<file path="src/rtl/cache_port_arbiter_pkg.sv">
// Shared definitions for the cache lookup-port arbiter: FSM encoding,
// default sizing and a width helper.
package cache_arb_pkg;

    typedef enum logic [1:0] {
        ST_IDLE     = 2'd0,
        ST_ISSUE    = 2'd1,
        ST_WAIT_RSP = 2'd2,
        ST_RESPOND  = 2'd3
    } arb_state_t;

    localparam int DEF_N_REQ     = 4;
    localparam int DEF_N_PA_BITS = 32;

    function automatic int clog2(input int value);
        int result;
        int v;
        result = 0;
        v = value - 1;
        while (v > 0) begin
            result++;
            v = v >> 1;
        end
        return result;
    endfunction

endpackage

</file>
<file path="src/rtl/cache_port_arbiter_rr_arbiter.sv">
// Combinational rotating-priority picker: the first set bit of req at or
// above ptr (wrapping) wins; also reused by the memory-side arbiters.
module rr_arbiter
    import cache_arb_pkg::*;
#(
    parameter int N     = DEF_N_REQ,
    parameter int IDX_W = (clog2(N) > 0) ? clog2(N) : 1
) (
    input  logic [N-1:0]     req,
    input  logic [IDX_W-1:0] ptr,
    output logic [N-1:0]     gnt,
    output logic [IDX_W-1:0] gnt_idx
);

    logic             found;
    logic [IDX_W-1:0] idx;

    always_comb begin
        gnt     = '0;
        gnt_idx = '0;
        found   = 1'b0;
        idx     = '0;
        for (int i = 0; i < N; i++) begin
            idx = IDX_W'((int'(ptr) + i) % N);
            if (!found && req[idx]) begin
                found    = 1'b1;
                gnt[idx] = 1'b1;
                gnt_idx  = idx;
            end
        end
    end

endmodule

</file>
<file path="src/rtl/cache_port_arbiter.sv">
// Round-robin arbiter sharing the cache tag-lookup port among N_REQ
// requesters: one outstanding request, response routed back to its owner.
module cache_port_arbiter
    import cache_arb_pkg::*;
#(
    parameter int N_REQ      = DEF_N_REQ,
    parameter int N_PA_BITS  = DEF_N_PA_BITS,
    parameter int N_CNT_BITS = 14,
    localparam int OWNER_W   = (clog2(N_REQ) > 0) ? clog2(N_REQ) : 1
) (
    input  logic                        clk,
    input  logic                        reset,
    input  logic [N_REQ-1:0]            req_valid,
    input  logic [N_REQ-1:0]            req_rw,
    input  logic [N_REQ*N_PA_BITS-1:0]  req_addr,
    output logic [N_REQ-1:0]            req_ready,
    output logic [N_REQ-1:0]            rsp_valid,
    output logic                        rsp_hit,
    output logic                        cache_req_valid,
    input  logic                        cache_req_ready,
    output logic                        cache_req_rw,
    output logic [N_PA_BITS-1:0]        cache_req_addr,
    input  logic                        cache_rsp_valid,
    input  logic                        cache_rsp_hit,
    output logic                        busy,
    output logic [OWNER_W-1:0]          owner,
    output logic [N_REQ*N_CNT_BITS-1:0] grant_count
);

    arb_state_t           state_reg, state_next;
    logic [OWNER_W-1:0]   rr_ptr_reg;
    logic [OWNER_W-1:0]   owner_reg;
    logic                 rw_reg;
    logic [N_PA_BITS-1:0] addr_reg;
    logic                 hit_reg;

    logic [N_REQ-1:0]     win_gnt;
    logic [OWNER_W-1:0]   win_idx;
    logic                 grant_fire;
    logic [OWNER_W-1:0]   ptr_next;

    rr_arbiter #(
        .N     (N_REQ),
        .IDX_W (OWNER_W)
    ) u_rr_arbiter (
        .req     (req_valid),
        .ptr     (rr_ptr_reg),
        .gnt     (win_gnt),
        .gnt_idx (win_idx)
    );

    // Grants are only offered while idle, so at most one request is in flight.
    assign req_ready  = (state_reg == ST_IDLE) ? win_gnt : '0;
    assign grant_fire = (state_reg == ST_IDLE) && (|(req_valid & req_ready));
    assign ptr_next   = (owner_reg == OWNER_W'(N_REQ - 1)) ? '0 : owner_reg + OWNER_W'(1);

    always_ff @(posedge clk or negedge reset) begin
        if (!reset) begin
            state_reg <= ST_IDLE;
        end else begin
            state_reg <= state_next;
        end
    end

    always_comb begin
        state_next = state_reg;
        case (state_reg)
            ST_IDLE:     if (grant_fire)      state_next = ST_ISSUE;
            ST_ISSUE:    if (cache_req_ready) state_next = ST_WAIT_RSP;
            ST_WAIT_RSP: if (cache_rsp_valid) state_next = ST_RESPOND;
            ST_RESPOND:                       state_next = ST_IDLE;
            default:                          state_next = ST_IDLE;
        endcase
    end

    always_ff @(posedge clk or negedge reset) begin
        if (!reset) begin
            rr_ptr_reg <= '0;
            owner_reg  <= '0;
            rw_reg     <= 1'b0;
            addr_reg   <= '0;
            hit_reg    <= 1'b0;
        end else begin
            if (grant_fire) begin
                owner_reg <= win_idx;
                rw_reg    <= req_rw[win_idx];
                addr_reg  <= req_addr[win_idx*N_PA_BITS +: N_PA_BITS];
            end
            if ((state_reg == ST_WAIT_RSP) && cache_rsp_valid) begin
                hit_reg <= cache_rsp_hit;
            end
            // Pointer moves past the owner only once its response is delivered.
            if (state_reg == ST_RESPOND) begin
                rr_ptr_reg <= ptr_next;
            end
        end
    end

    generate
        for (genvar gi = 0; gi < N_REQ; gi++) begin : g_req
            logic [N_CNT_BITS-1:0] cnt_reg;

            always_ff @(posedge clk or negedge reset) begin
                if (!reset) begin
                    cnt_reg <= '0;
                end else if (grant_fire && win_gnt[gi] && (cnt_reg != '1)) begin
                    cnt_reg <= cnt_reg + N_CNT_BITS'(1);
                end
            end

            assign grant_count[gi*N_CNT_BITS +: N_CNT_BITS] = cnt_reg;
            assign rsp_valid[gi] = (state_reg == ST_RESPOND) && (owner_reg == OWNER_W'(gi));
        end
    endgenerate

    assign rsp_hit         = (state_reg == ST_RESPOND) && hit_reg;
    assign cache_req_valid = (state_reg == ST_ISSUE);
    assign cache_req_rw    = rw_reg;
    assign cache_req_addr  = addr_reg;
    assign busy            = (state_reg != ST_IDLE);
    assign owner           = owner_reg;

endmodule
</file>
<file path="config.mk">
export PLATFORM = sky130hd
export DESIGN_NAME = cache_port_arbiter
export DESIGN_NICKNAME = d
export VERILOG_FILES = /design/src/rtl/cache_port_arbiter_pkg.sv /design/src/rtl/cache_port_arbiter_rr_arbiter.sv /design/src/rtl/cache_port_arbiter.sv
export SDC_FILE = /design/constraint.sdc
export NUM_CORES = 1
export LEC_CHECK = 0
export CELL_PAD_IN_SITES_DETAIL_PLACEMENT = 1
export CELL_PAD_IN_SITES_GLOBAL_PLACEMENT = 2
export CORE_MARGIN = 8
export CORE_UTILIZATION = 29
export CTS_BUF_LIST = sky130_fd_sc_hd__clkbuf_8
export CTS_CLUSTER_SIZE = 40
export DETAILED_ROUTE_END_ITERATION = 16
export GPL_TIMING_DRIVEN = 0
export PLACE_DENSITY_LB_ADDON = 0.1
export SLEW_MARGIN = 10
export SYNTH_ARGS = -nofsm -noshare
export SYNTH_HDL_FRONTEND = slang
export SYNTH_HIERARCHICAL = 1
export SYNTH_SLANG_ARGS = --single-unit
</file>
<file path="constraint.sdc">
create_clock -name clk -period 6.2 [get_ports clk]
set_input_delay 1.55 -clock clk [delete_from_list [all_inputs] [get_ports clk]]
set_output_delay 1.55 -clock clk [all_outputs]
set_load 0.005 [all_outputs]
</file>
Yosys cells after proc, flatten, opt, wreduce, memory -nomap -nowiden:

Cells that the tools add are included.

* register bits: 96
* input port bits: 141

* add/subtract/negate cells: 8
* shifts and indexed selects: 1
* bitwise operators: 4
* magnitude comparators: 9
* reductions and logical operators: 30
* equality and inequality tests: 13
* muxes and demuxes: 35

Operator list (number)
* indexed part select 128 x 8 -> 32 bit: 1
* adder 14 x 1 -> 14 bit, second input constant: 4
* != test 14 bit, second input constant: 4
* logical AND 1 bit: 22
* 2-to-1 mux 4 bit: 5
* 2-to-1 mux 2 bit: 8
* less-than comparator 2 x 3 -> 1 bit, second input constant: 5
* 2-to-1 mux 1 bit: 12
* bitwise OR 4 bit: 3
* binary-select mux 1 bit (select 2 bit): 5
* demux 1 bit (select 2 bit): 4
* == test 2 bit, second input constant: 4
* >= comparator 2 x 1 -> 1 bit, second input constant: 4
* one-hot mux 2 bit (4 select lines): 1
* adder 2 x 1 -> 2 bit, second input constant: 2
* adder 2 bit, second input constant: 2
* bitwise AND 4 bit: 1
* == test 2 x 1 -> 1 bit, second input constant: 2
* zero test 2 bit: 2
* != test 2 bit, second input constant: 2
* OR reduction 4 bit: 1
* zero test 1 bit: 3
* AND reduction 3 bit: 1
* != test 2 x 1 -> 1 bit, second input constant: 1
* nonzero test 2 bit: 1

Logic depth before layout (Yosys ltp):

Gate-level depths: netlist of the first run.

* depth in word-level cells: 18
* gate-level depth with buffers: 15

Cells and area by module:

The synthesis of the first run kept the hierarchy.

Modules (own cells, without submodules)
* cache_port_arbiter: instances 1, area each 5192.5 um^2, cells an instance 392
* rr_arbiter: instances 1, area each 419.2 um^2, cells an instance 46

Worst setup path after synthesis of the first run:

OpenSTA, ideal clock, no wires.

* path type: input -> output
* from: input port req_valid[1]
* to: output port req_ready[0]
* arrival: 2.920 ns
* path slack: 1.730 ns
* cell stages on the path: 7
* required time: 4.650 ns
* path through: mux4_2 > nand2b_4 > nor3_4 > a22oi_1 > o21ai_1 > nand2_1 > inv_1

* longest elaborated chain between the ends: 13

RTL lines
* start: declaration: RTL line cache_port_arbiter.sv:13 `input logic [N_REQ-1:0] req_valid,`
* binary-select mux 1 bit (select 2 bit): RTL line cache_port_arbiter_rr_arbiter.sv:25 `if (!found && req[idx]) begin`
* 2-to-1 mux 1 bit (not written as such): RTL line cache_port_arbiter_rr_arbiter.sv:25
* 2-to-1 mux 1 bit: RTL line cache_port_arbiter_rr_arbiter.sv:25
* zero test 1 bit: RTL line cache_port_arbiter_rr_arbiter.sv:25
* logical AND 1 bit: RTL line cache_port_arbiter_rr_arbiter.sv:25
* 2-to-1 mux 1 bit: RTL line cache_port_arbiter_rr_arbiter.sv:25
* zero test 1 bit: RTL line cache_port_arbiter_rr_arbiter.sv:25
* logical AND 1 bit: RTL line cache_port_arbiter_rr_arbiter.sv:25
* 2-to-1 mux 1 bit: RTL line cache_port_arbiter_rr_arbiter.sv:25
* zero test 1 bit: RTL line cache_port_arbiter_rr_arbiter.sv:25
* logical AND 1 bit: RTL line cache_port_arbiter_rr_arbiter.sv:25
* 2-to-1 mux 4 bit *: RTL line cache_port_arbiter_rr_arbiter.sv:25
* via win_gnt[0]: RTL line cache_port_arbiter.sv:37 `logic [N_REQ-1:0] win_gnt;`
* 2-to-1 mux 4 bit *: RTL line cache_port_arbiter.sv:53 `assign req_ready = (state_reg == ST_IDLE) ? win_gnt : '0;`
* end: declaration: RTL line cache_port_arbiter.sv:16 `output logic [N_REQ-1:0] req_ready,`

Mark *: on every way through the listed nets, which the timed path passes. The rest lies on a longest branch. The select of a mux whose other input is x is not followed.

Final worst setup path of the first run:

* from: input port req_valid[1]
* to: output port req_ready[1]

Same word-level chain as after synthesis.

==> reports/qor.yml, run 1 <==
status:
  outcome: "finished, final reports clean"
worst_setup_path:
  cp_slowest_cell: "mux4_2"
  worstPathRequired_ns: 4.65
  endpoint_kind: "output port"
  crit_arrival_ns: 4.28
  cp_top_family: "buffers and inverters"
  critPathKind: "in2out"
  slowest_delay_ns: 0.55
  crit_path_frequent_cell: "clkdlybuf4s50_1"
  cp-startpoint: "req_valid[1]"
  crit_chain: "clkdlybuf4s50_1 > mux4_2 > nand2b_4 > nor3_4 > a22oi_1 > o21ai_1 > nand2_1 > inv_1 > clkdlybuf4s50_1"
  start_kind: "primary input"
  reg2reg_from: "rr_ptr_reg[0]"
  cp_max_fo: 8
  path_buf_inv: 3
floorplanning:
  initial_core_util_pct: 29.2
  die_area_um2: 24100
  core_um2: 19200
  die_y_um: 155
  dieWidth_um: 155
  io_pins: 243
  rows: 51
timing:
  clock_skew_ns: 0.0152
  rsz0062_at_grt: "no"
  setup_viol: 0
  drv_slew: 0
  finalCriticalPeriod_ns: 5.83
  hold_viol_final: 0
  slew_headroom_pct: 56.9
  worst_pin_slew_ns: 0.646
  period_share_pct: 94.1
  timing.fmax_ghz: 0.171
  timing.hold.ws_ns: 0.506
hold_path:
  hold_class: "reg2reg"
  hp-start: "g_req[2].cnt_reg[5]"
grt:
  grt-ovfl-total: 0
  antenna_found_initial: 2
  grt_max_degree: 80
  grt_util_all_layers_pct: 16.1
  grt_pass1_wl_um: 30200
  grt_pass1_vias: 5391
cells_and_area:
  fill_cells: 2063
  fin_nets: 850
  fin_cells: 962
  layout_common_cells: "241 x clkdlybuf4s50_1, 96 x dfrtp_1, 42 x mux2_2"
  largest_reg_flops: 56
  drive_gt1_share_pct: 18.4
  final-seq-area_um2: 2400
  post-route-util_pct: 44.7
  areaGrowthSynthToFinish_pct: 52.9
  final_area_um2: 8580
  final_common_cell: "clkdlybuf4s50_1"
  multi_input_area_um2: 3040
logic_synthesis:
  synth_area_leader_cell: "dfrtp_1"
  synthFlopType: "dfrtp_1"
  synthCells: 438
  ys_seq_area_share_pct: 42.8
  yosysTopAreaCellShare_pct: 42.8
  synth_area_leaders: "dfrtp_1 43%, mux4_2 14%, mux2_2 8.4%"
  netlist_area_um2: 5610
  yosysUniqueCellTypes: 60
  synthArstFlopShare_pct: 100
  synth_edf_count: 0
  syn_nets: 596
  syn_avg_cell_area_um2: 12.8
  ys_ff_latch: 96
  yosysWarningCount: 6
place:
  gp_congestion: 0.759
  dp_hpwl_um: 15600
  dp_cells: 946
  dpl-instance-area_um2: 8390
  io_buffers: 242
clocking:
  clk_pin_slew_worst_paths_ns: 0.10
  cts_tree: "built"
  cts_buffer_depth: 2
  ctsResizeCount: 0
  cts_sinks: 96
  cts_buffers: 9
  postCtsSetupBuffers: 0
  clk_latency_ns: 0.38
  clockRootBuffer: "clkbuf_8"
  h-tree-depth: 3
  cts_hold_buf: 0
drt:
  first_pass_iters: 4
  num_vias: 4682
  drc_errors: 0
  drt-total-wl_um: 19200
  ant_nets: 0
  first_iter_violations: 199
  routed_via_density: 4.87
  wl_per_cell_um: 19.9
pwr:
  p_leak_nw: 3.47
  intPower_w: 0.00222
  power.share.sequential_pct: 26.7
  switching_power_w: 0.00131
  irDropWorstVdd_mv: 0.174
  power_density_nw_per_um2: 412
  clkPwrFrac_pct: 11.6
  power_frac_comb_pct: 61.7
  swShare_pct: 37.1
job:
  cap_violations: 0
stage by stage:
step / setup slack [ns] / total power [W] / setup TNS, ns
global route: 0.223 / 0.00381 / 0
finish: 0.365 / 0.00353 / 0
floorplan: 1.73 / 0.00232 / 0
global placement: -0.301 / 0.00314 / -27.71
CTS: 0.364 / 0.00362 / 0
detailed placement: 0.362 / 0.00319 / 0
metal layers:
layer | global-route usage [%] | routed length [um] | vias up
li1 | - | - | 2150
met1 | 17.2 | 7300 | 2369
met2 | 28.4 | 9920 | 142
met3 | 6.57 | 1650 | 19
met4 | 5.41 | 295 | 2
met5 | 0 | 13 | -
cell type report:
| type | count | share of cell area (%) |
|---|---|---|
| Antenna cell | 1 | 0.0292 |
| Timing Repair Buffer | 243 | 28.6 |
| Clock inverter | 6 | 0.714 |
| Inverter | 16 | 0.700 |
| Tap cell | 265 | 3.86 |
| Clock buffer | 9 | 1.44 |
| Multi-Input combinational cell | 308 | 35.4 |
| Sequential cell | 96 | 28.0 |
| Buffer | 18 | 1.31 |
kinds of logic (layout without fill, tap and decap cells):
kind of cell	after synthesis	count (layout)	synth area share, %
and+or+nand+nor	126	126	14.2
DFF	96	96	42.8
muxes	81	81	23.7
xor gates and xnor gates	46	46	7.18
AOI/OAI and AO/OA	38	38	5.22
buffers and inverters	34	292	3.08
adders and majority gates	17	17	3.79
other	0	1	0
Yosys cell counts (3+ instances only):
cell / instances
dfrtp_1: 96
mux2_2: 42
mux4_2: 36
xnor2_1: 35
nand2_1: 25
nand4_1: 20
ha_1: 17
inv_1: 15
nand3_1: 15
and3_1: 11
nor2_1: 11
xor2_1: 11
buf_2: 10
a22oi_1: 8
and2_1: 7
o21ai_1: 6
nor3_1: 5
nor4_1: 5
clkbuf_1: 4
a21oi_1: 3
and4_1: 3
buf_6: 3
nor4_4: 3
o21a_1: 3
o21ai_0: 3
worst reg2reg max path: cells and delay by family, from the launching register on:
family / cells / cell delay, ns
compound gates: 2 / 0.23
fa+ha+maj: 1 / 0.44
buf+inv: 4 / 1.27
flops: 1 / 0.48
mux: 3 / 1.19
simple gates: 2 / 0.43
power by group through the flow:
| stage | sequential, W | combinational [W] | clock [W] |
|---|---|---|---|
| floorplan | 0.000941 | 0.00138 | 0 |
| finish | 0.000944 | 0.00218 | 0.000411 |
| global placement | 0.000943 | 0.00219 | 0 |
| CTS | 0.000948 | 0.00224 | 0.000434 |
| detailed placement | 0.000956 | 0.00224 | 0 |
| global route | 0.000977 | 0.00238 | 0.000453 |
final timing paths:
kind / to / slack (ns) / cells past startpoint
max in group asynchronous: cache_req_addr[28] / 4.54 / 2
setup / recovery: req_ready[1] / 0.37 / 9
min in group asynchronous: g_req[1].cnt_reg[10] / 0.99 / 1
hold reg to reg: g_req[2].cnt_reg[5] / 0.51 / 1
hold / removal: g_req[2].cnt_reg[5] / 0.51 / 1
setup reg to reg: cache_req_addr[8] / 2.06 / 12
Power figures use the tool's default switching activity.
==> run 2, diff against run 1 <==
Settings changed: CAP_MARGIN from default to 0.
==> results of run 2 <==
The final DEF is identical to that of run 1; final timing and power are the same.
